**src/rtl/ncl_serial_add_seq_pkg.sv**
```systemverilog
`default_nettype none
// ============================================================================
// Module  : ncl_seq_pkg
// Brief   : Dual-rail codes, sequencer state type and bit encoder.
// Rev     : 1.0 - initial release
// ============================================================================
package ncl_seq_pkg;

    localparam logic [1:0] DR_NULL = 2'b00;
    localparam logic [1:0] DR_0    = 2'b01;
    localparam logic [1:0] DR_1    = 2'b10;
    localparam logic [1:0] DR_ILL  = 2'b11;

    typedef enum logic [2:0] {
        ST_IDLE = 3'd0,
        ST_DATA = 3'd1,
        ST_NULL = 3'd2,
        ST_DONE = 3'd3,
        ST_ERR  = 3'd4
    } state_t;

    function automatic logic [1:0] enc(input logic bit_i);
        return bit_i ? DR_1 : DR_0;
    endfunction

endpackage
`default_nettype wire

```
**src/rtl/ncl_serial_add_seq_if.sv**
```systemverilog
`default_nettype none
// ============================================================================
// Module  : ncl_serial_add_seq_if
// Brief   : Host handshake plus dual-rail adder-cell bus of the sequencer.
// Rev     : 1.0 - initial release
// ============================================================================
interface ncl_serial_add_seq_if #(
    parameter int WIDTH = 8
);
    logic             start;
    logic [WIDTH-1:0] a;
    logic [WIDTH-1:0] b;
    logic             cin;
    logic             busy;
    logic             done;
    logic             error;
    logic [WIDTH-1:0] result;
    logic             cout;
    logic [1:0]       add_a;
    logic [1:0]       add_b;
    logic [1:0]       add_cin;
    logic [1:0]       add_sum;
    logic [1:0]       add_cout;

    modport slave (
        input  start, a, b, cin, add_sum, add_cout,
        output busy, done, error, result, cout, add_a, add_b, add_cin
    );

    modport master (
        output start, a, b, cin, add_sum, add_cout,
        input  busy, done, error, result, cout, add_a, add_b, add_cin
    );
endinterface
`default_nettype wire

```
**src/rtl/ncl_serial_add_seq_dr_complete.sv**
```systemverilog
`default_nettype none
// ============================================================================
// Module  : ncl_dr_complete
// Brief   : Synchronizes the sum/carry rails and flags DATA, NULL or illegal.
// Rev     : 1.0 - initial release
// ============================================================================
module ncl_dr_complete
    import ncl_seq_pkg::*;
#(
    parameter int SYNC_STAGES = 2
) (
    input  logic       clk,
    input  logic       rst_n,
    input  logic [1:0] sum_i,
    input  logic [1:0] cout_i,
    output logic       sum_bit_o,
    output logic       cout_bit_o,
    output logic       all_data_o,
    output logic       all_null_o,
    output logic       illegal_o
);

    // Each entry holds {cout rails, sum rails}; the last entry feeds detection.
    logic [3:0] sync_q [SYNC_STAGES];
    logic [1:0] w_sum;
    logic [1:0] w_cout;

    always_ff @(posedge clk or negedge rst_n) begin
        if (!rst_n) begin
            for (int i = 0; i < SYNC_STAGES; i++) begin
                sync_q[i] <= 4'b0000;
            end
        end else begin
            sync_q[0] <= {cout_i, sum_i};
            for (int i = 1; i < SYNC_STAGES; i++) begin
                sync_q[i] <= sync_q[i-1];
            end
        end
    end

    assign w_sum  = sync_q[SYNC_STAGES-1][1:0];
    assign w_cout = sync_q[SYNC_STAGES-1][3:2];

    assign illegal_o  = (w_sum == DR_ILL) || (w_cout == DR_ILL);
    assign all_null_o = (w_sum == DR_NULL) && (w_cout == DR_NULL);
    assign all_data_o = !illegal_o && (w_sum != DR_NULL) && (w_cout != DR_NULL);
    assign sum_bit_o  = (w_sum == DR_1);
    assign cout_bit_o = (w_cout == DR_1);

endmodule
`default_nettype wire

```
**src/rtl/ncl_serial_add_seq.sv**
```systemverilog
`default_nettype none
// ============================================================================
// Module  : ncl_serial_add_seq
// Brief   : Digit-serial, LSB-first adder driving one dual-rail NCL full adder.
// Rev     : 1.0 - initial release
// ============================================================================
module ncl_serial_add_seq
    import ncl_seq_pkg::*;
#(
    parameter int WIDTH       = 8,
    parameter int SYNC_STAGES = 2,
    parameter int TIMEOUT     = 15
) (
    input  logic                clk,
    input  logic                rst_n,
    ncl_serial_add_seq_if.slave bus_io
);

    localparam int IDX_W = (WIDTH > 1) ? $clog2(WIDTH) : 1;
    localparam int TMR_W = $clog2(TIMEOUT + 1);
    localparam logic [IDX_W-1:0] C_IDX_LAST = IDX_W'(WIDTH - 1);
    localparam logic [TMR_W-1:0] C_TMR_LAST = TMR_W'(TIMEOUT - 1);

    state_t             state_q, state_d;
    logic [IDX_W-1:0]   idx_q, idx_d;
    logic [TMR_W-1:0]   timer_q, timer_d;
    logic [WIDTH-1:0]   a_q, a_d;
    logic [WIDTH-1:0]   b_q, b_d;
    logic [WIDTH-1:0]   result_q, result_d;
    logic               carry_q, carry_d;
    logic               cout_q, cout_d;
    logic               error_q, error_d;
    logic [1:0]         add_a_q, add_a_d;
    logic [1:0]         add_b_q, add_b_d;
    logic [1:0]         add_cin_q, add_cin_d;

    logic               w_sum_bit;
    logic               w_cout_bit;
    logic               w_all_data;
    logic               w_all_null;
    logic               w_illegal;
    logic               w_timeout;

    ncl_dr_complete #(
        .SYNC_STAGES (SYNC_STAGES)
    ) u_complete (
        .clk        (clk),
        .rst_n      (rst_n),
        .sum_i      (bus_io.add_sum),
        .cout_i     (bus_io.add_cout),
        .sum_bit_o  (w_sum_bit),
        .cout_bit_o (w_cout_bit),
        .all_data_o (w_all_data),
        .all_null_o (w_all_null),
        .illegal_o  (w_illegal)
    );

    assign w_timeout = (timer_q == C_TMR_LAST);

    always_comb begin
        state_d  = state_q;
        idx_d    = idx_q;
        timer_d  = '0;
        a_d      = a_q;
        b_d      = b_q;
        carry_d  = carry_q;
        result_d = result_q;
        cout_d   = cout_q;
        error_d  = error_q;

        case (state_q)
            ST_IDLE, ST_ERR: begin
                if (bus_io.start) begin
                    a_d      = bus_io.a;
                    b_d      = bus_io.b;
                    carry_d  = bus_io.cin;
                    result_d = '0;
                    cout_d   = 1'b0;
                    error_d  = 1'b0;
                    idx_d    = '0;
                    state_d  = ST_DATA;
                end
            end
            ST_DATA: begin
                timer_d = timer_q + 1'b1;
                if (w_illegal) begin
                    error_d = 1'b1;
                    state_d = ST_ERR;
                end else if (w_all_data) begin
                    result_d[idx_q] = w_sum_bit;
                    carry_d         = w_cout_bit;
                    timer_d         = '0;
                    state_d         = ST_NULL;
                end else if (w_timeout) begin
                    error_d = 1'b1;
                    state_d = ST_ERR;
                end
            end
            ST_NULL: begin
                timer_d = timer_q + 1'b1;
                if (w_illegal) begin
                    error_d = 1'b1;
                    state_d = ST_ERR;
                end else if (w_all_null) begin
                    timer_d = '0;
                    if (idx_q == C_IDX_LAST) begin
                        cout_d  = carry_q;
                        state_d = ST_DONE;
                    end else begin
                        idx_d   = idx_q + 1'b1;
                        state_d = ST_DATA;
                    end
                end else if (w_timeout) begin
                    error_d = 1'b1;
                    state_d = ST_ERR;
                end
            end
            ST_DONE: begin
                state_d = ST_IDLE;
            end
            default: begin
                state_d = ST_IDLE;
            end
        endcase

        // Adder inputs are computed from the next state so they only move on state entry.
        add_a_d   = DR_NULL;
        add_b_d   = DR_NULL;
        add_cin_d = DR_NULL;
        if (state_d == ST_DATA) begin
            add_a_d   = enc(a_d[idx_d]);
            add_b_d   = enc(b_d[idx_d]);
            add_cin_d = enc(carry_d);
        end
    end

    always_ff @(posedge clk or negedge rst_n) begin
        if (!rst_n) begin
            state_q   <= ST_IDLE;
            idx_q     <= '0;
            timer_q   <= '0;
            a_q       <= '0;
            b_q       <= '0;
            result_q  <= '0;
            carry_q   <= 1'b0;
            cout_q    <= 1'b0;
            error_q   <= 1'b0;
            add_a_q   <= DR_NULL;
            add_b_q   <= DR_NULL;
            add_cin_q <= DR_NULL;
        end else begin
            state_q   <= state_d;
            idx_q     <= idx_d;
            timer_q   <= timer_d;
            a_q       <= a_d;
            b_q       <= b_d;
            result_q  <= result_d;
            carry_q   <= carry_d;
            cout_q    <= cout_d;
            error_q   <= error_d;
            add_a_q   <= add_a_d;
            add_b_q   <= add_b_d;
            add_cin_q <= add_cin_d;
        end
    end

    assign bus_io.busy    = (state_q == ST_DATA) || (state_q == ST_NULL) || (state_q == ST_DONE);
    assign bus_io.done    = (state_q == ST_DONE);
    assign bus_io.error   = error_q;
    assign bus_io.result  = result_q;
    assign bus_io.cout    = cout_q;
    assign bus_io.add_a   = add_a_q;
    assign bus_io.add_b   = add_b_q;
    assign bus_io.add_cin = add_cin_q;

endmodule
`default_nettype wire

```
**src/flat_wrapper.sv**
```systemverilog
// flat-port wrapper written by rule: the top's interface ports become plain ports
module ncl_serial_add_seq_flat import ncl_seq_pkg::*;
#(
    parameter int WIDTH       = 8,
    parameter int SYNC_STAGES = 2,
    parameter int TIMEOUT     = 15
)
  (clk, rst_n, bus_io_start, bus_io_a, bus_io_b, bus_io_cin, bus_io_add_sum, bus_io_add_cout, bus_io_busy, bus_io_done, bus_io_error, bus_io_result, bus_io_cout, bus_io_add_a, bus_io_add_b, bus_io_add_cin);
  ncl_serial_add_seq_if #(.WIDTH(WIDTH)) bus_io_i ();
  input  logic clk;
  input  logic rst_n;
  input wire logic [$bits(bus_io_i.start)-1:0] bus_io_start;
  input wire logic [$bits(bus_io_i.a)-1:0] bus_io_a;
  input wire logic [$bits(bus_io_i.b)-1:0] bus_io_b;
  input wire logic [$bits(bus_io_i.cin)-1:0] bus_io_cin;
  input wire logic [$bits(bus_io_i.add_sum)-1:0] bus_io_add_sum;
  input wire logic [$bits(bus_io_i.add_cout)-1:0] bus_io_add_cout;
  output wire logic [$bits(bus_io_i.busy)-1:0] bus_io_busy;
  output wire logic [$bits(bus_io_i.done)-1:0] bus_io_done;
  output wire logic [$bits(bus_io_i.error)-1:0] bus_io_error;
  output wire logic [$bits(bus_io_i.result)-1:0] bus_io_result;
  output wire logic [$bits(bus_io_i.cout)-1:0] bus_io_cout;
  output wire logic [$bits(bus_io_i.add_a)-1:0] bus_io_add_a;
  output wire logic [$bits(bus_io_i.add_b)-1:0] bus_io_add_b;
  output wire logic [$bits(bus_io_i.add_cin)-1:0] bus_io_add_cin;
  assign bus_io_i.start = bus_io_start;
  assign bus_io_i.a = bus_io_a;
  assign bus_io_i.b = bus_io_b;
  assign bus_io_i.cin = bus_io_cin;
  assign bus_io_i.add_sum = bus_io_add_sum;
  assign bus_io_i.add_cout = bus_io_add_cout;
  assign bus_io_busy = bus_io_i.busy;
  assign bus_io_done = bus_io_i.done;
  assign bus_io_error = bus_io_i.error;
  assign bus_io_result = bus_io_i.result;
  assign bus_io_cout = bus_io_i.cout;
  assign bus_io_add_a = bus_io_i.add_a;
  assign bus_io_add_b = bus_io_i.add_b;
  assign bus_io_add_cin = bus_io_i.add_cin;
  ncl_serial_add_seq #(.WIDTH(WIDTH), .SYNC_STAGES(SYNC_STAGES), .TIMEOUT(TIMEOUT)) u_core (.clk(clk), .rst_n(rst_n), .bus_io(bus_io_i));
endmodule
```
**config.mk**
```make
export PLATFORM = sky130hd
export DESIGN_NAME = ncl_serial_add_seq_flat
export DESIGN_NICKNAME = d
export VERILOG_FILES = /design/src/rtl/ncl_serial_add_seq_pkg.sv /design/src/rtl/ncl_serial_add_seq_if.sv /design/src/rtl/ncl_serial_add_seq_dr_complete.sv /design/src/rtl/ncl_serial_add_seq.sv /design/src/flat_wrapper.sv
export SDC_FILE = /design/constraint.sdc
export NUM_CORES = 1
export LEC_CHECK = 0
export ABC_CLOCK_PERIOD_IN_PS = 2950
export CORE_AREA = 2 2 72 74
export DETAILED_ROUTE_END_ITERATION = 12
export DIE_AREA = 0 0 74 76
export HOLD_SLACK_MARGIN = 0.03
export PLACE_DENSITY = 0.85
export SETUP_SLACK_MARGIN = 0.2
export SLEW_MARGIN = 20
export SYNTH_ARGS = -nofsm -noshare
export SYNTH_HDL_FRONTEND = slang
export SYNTH_SLANG_ARGS = --single-unit
```
**constraint.sdc**
```tcl
create_clock -name clk -period 2.95 [get_ports clk]
set_clock_uncertainty 0.05 [all_clocks]
set_input_delay 0.295 -clock clk [delete_from_list [all_inputs] [get_ports clk]]
set_output_delay 0.295 -clock clk [all_outputs]
set_load 0.005 [all_outputs]
```
==> impl_metrics.env <==
export IMPL_status="complete, no violations"
export IMPL_tns_ns=0
export IMPL_yosysTopAreaCellShare_pct=52.09
export IMPL_r2r_end="u_core.bus_io.add_b[0]$_DFF_PN0_"
export IMPL_wl_per_cell_um=14.86
export IMPL_layout_commonest_cell="dfrtp_1"
export IMPL_root_buffer="clkbuf_8"
export IMPL_setup_violations=0
export IMPL_hold_class="reg -> reg"
export IMPL_final_nets=307
export IMPL_ys_warn_count=0
export IMPL_die_height_um=76
export IMPL_drv_cap=0
export IMPL_synth_top_area_cell="dfrtp_1"
export IMPL_fin_crit_ns=2.610
export IMPL_synth_area_leaders="dfrtp_1, nand2_1, o21ai_0"
export IMPL_dieWidth_um=74
export IMPL_p_leak_nw=1.305
export IMPL_ys_async_sr_fraction_pct=100.0
export IMPL_drive_above_1_share_pct=9.609
export IMPL_slew_headroom_pct=58.83
export IMPL_tightest_slew_ns=0.6176
export IMPL_max_freq_mhz=383.1
export IMPL_io_buffers=41
export IMPL_cts_sinks=51
export IMPL_grt_max_degree=52
export IMPL_critPathRequiredTime_ns=3.10
export IMPL_worstSetupEndpointType="flop"
export IMPL_cts_tree="done"
export IMPL_syn_cell_area_um2=2450
export IMPL_r2r_slack_ns=0.34
export IMPL_yosysUniqueCellTypes=50
export IMPL_ys_flop_type="dfrtp_1"
export IMPL_dpl_worst_slack_ns=0.2746
export IMPL_synth_edff_count=0
export IMPL_num_vias=1932
export IMPL_grt_use_total_pct=19.81
export IMPL_timing_rr_start="u_core.state_q[1]$_DFF_PN0_"
export IMPL_rows=26
export IMPL_path_clk_slew_ns=0.08
export IMPL_dieArea_um2=5624
export IMPL_grt_overflow_total=0
export IMPL_setup_ws_ns=0.3396
export IMPL_drv_slew=0
export IMPL_ir_worst_vdd_mv=0.3627
export IMPL_vias_per_cell=5.504
export IMPL_drt_pass1_iterations=4
export IMPL_p_per_area_nw_per_um2=751.8
export IMPL_fin_crit_sh_pct=88.49
export IMPL_start_kind="flop"
export IMPL_crit_type="reg -> reg"
export IMPL_whs_path_depth=0
export IMPL_drc_errors=0
export IMPL_worst_ep_arrival_time_ns=2.76
export IMPL_dp_hpwl_um=3869
export IMPL_cts_made_buffers=5
export IMPL_initial_utilization_pct=49.87
export IMPL_crit_fanout=10
export IMPL_area_growth_pct=23.14
export IMPL_wirelength_um=5215
export IMPL_core_area_um2=4912
export IMPL_min_to="u_core.u_complete.sync_q[2]$_DFF_PN0_"
export IMPL_ys_seq_elements=51
export IMPL_grt_pass1_wl_um=8521
export IMPL_ys_seq_area_share_pct=52.09
export IMPL_grt_pass1_vias=1859
export IMPL_num_io_pins=42
export IMPL_h_tree_depth=2
export IMPL_r2r_worst_path_cells=7
export IMPL_mostFrequentLayoutCells="dfrtp_1, clkdlybuf4s50_1, nand2_1"
export IMPL_antenna_cells=0
export IMPL_hold_viol_final=0
export IMPL_post_cts_setup_buffer_count=0
export IMPL_clk_latency_ns=0.30
export IMPL_antenna_found_initial=0
export IMPL_drtIter0Drc=95
export IMPL_synthesis_nets=264
export IMPL_cts_buffer_depth=2
export IMPL_gp_congestion=0.8954
export IMPL_syn_avg_cell_area_um2=10.34
export IMPL_hp_start="u_core.u_complete.sync_q[6]$_DFF_PN0_"
export IMPL_synth_cells=237
export IMPL_drtAntennaViolNets=0
export IMPL_rsz0062_at_grt="no"
==> per-layer routing <==
layer / global-route usage, % / routed length (um) / part of all wire [%] / vias up
li1: - / - / - / 933
met1: 26.57 / 2318 / 44 / 937
met2: 30.36 / 2588 / 50 / 52
met3: 4.630 / 207 / 4.0 / 10
met4: 8.727 / 101 / 1.9 / 0
met5: 0 / 0 / 0 / -
==> kinds of logic (layout without fill, tap and decap cells) <==
| family | Yosys count | after routing | synth area share (%) |
|---|---|---|---|
| simple gates | 85 | 85 | 18.18 |
| compound gates | 65 | 65 | 19.36 |
| flops | 51 | 51 | 52.09 |
| buf+inv | 21 | 65 | 4.086 |
| mux | 8 | 8 | 3.320 |
| xor+xnor | 4 | 4 | 1.430 |
| fa+ha+maj | 3 | 3 | 1.532 |
==> timing repair <==
item	CTS	global route
endpoints found under the hold margin	0	51
hold buffers	0	1
endpoints found under the setup margin	0	4
resized for setup	0	1
==> final cells by class <==
cell class	count	area [um^2]
clock buffers	7	76.32
clock inverters	1	5.005
fillers	418	1896
inverters	11	43.79
multi-input cells	165	1080
flip-flops and latches	51	1276
well taps	70	87.58
repair buffers	46	447.9
==> power breakdown <==
group | internal [mW] | switching [mW] | total, mW
Combinational | 0.399 | 0.495 | 0.894
Sequential | 0.892 | 0.0986 | 0.990
Clock | 0.167 | 0.217 | 0.384
Total | 1.46 | 0.811 | 2.27
==> cell usage after synthesis (all sizes together), types with 3 or more instances <==
| library cell | instances |
|---|---|
| inv | 11 |
| mux2i | 7 |
| a22o | 4 |
| and2 | 4 |
| nor3b | 4 |
| dfrtp | 51 |
| xnor2 | 3 |
| or3b | 3 |
| o21ai | 21 |
| a31oi | 6 |
| o211ai | 4 |
| nor2 | 16 |
| o31ai | 5 |
| buf | 6 |
| nand2 | 35 |
| ha | 3 |
| nand3 | 5 |
| clkbuf | 4 |
| nand2b | 3 |
| a21oi | 12 |
==> sequential cells by signal (all words and copies together), names as in the netlist <==
register,flops
u_core.carry_q,1
u_core.bus_io.result,8
u_core.bus_io.add_b,2
u_core.bus_io.cout,1
u_core.state_q,3
u_core.bus_io.add_a,2
u_core.timer_q,4
u_core.b_q,8
u_core.u_complete.sync_q,8
u_core.bus_io.add_cin,2
u_core.bus_io.error,1
u_core.idx_q,3
u_core.a_q,8
==> critical path, cell delays in order (launching register included) <==
cell and delay (ns):
dfrtp_1 0.50, or3b_1 0.58, o311ai_4 0.41, and2_2 0.33, inv_4 0.07, mux2i_1 0.15
a22o_1 0.22, a31o_1 0.19
==> stage by stage <==
stage / hold WS (ns) / util [%] / cells / power (mW) / instance area (um^2)
after floorplan: -0.05059 / - / 237 / 1.535 / 2450
after global placement: 0.2813 / 59.48 / 342 / 1.847 / 2922
after detailed placement: 0.2855 / 59.48 / 342 / 1.886 / 2922
after CTS: 0.1806 / 61.13 / 350 / 2.270 / 3003
after global routing: 0.3131 / 61.41 / 351 / 2.422 / 3017
final: 0.3038 / 61.41 / 351 / 2.268 / 3017
==> how the worst max path moves through the flow <==
stage	start	end	slack, ns
floorplan	u_core.u_complete.sync_q[1]$_DFF_PN0_	u_core.bus_io.add_b[0]$_DFF_PN0_	0.59
global placement	bus_io_start	u_core.bus_io.add_a[0]$_DFF_PN0_	0.37
detailed placement	bus_io_start	u_core.bus_io.add_b[0]$_DFF_PN0_	0.27
CTS	u_core.state_q[0]$_DFF_PN0_	u_core.bus_io.add_b[0]$_DFF_PN0_	0.27
global route	u_core.state_q[1]$_DFF_PN0_	u_core.bus_io.add_a[0]$_DFF_PN0_	0.22
finish	u_core.state_q[1]$_DFF_PN0_	u_core.bus_io.add_b[0]$_DFF_PN0_	0.34
(Power assumes the default switching activity.)
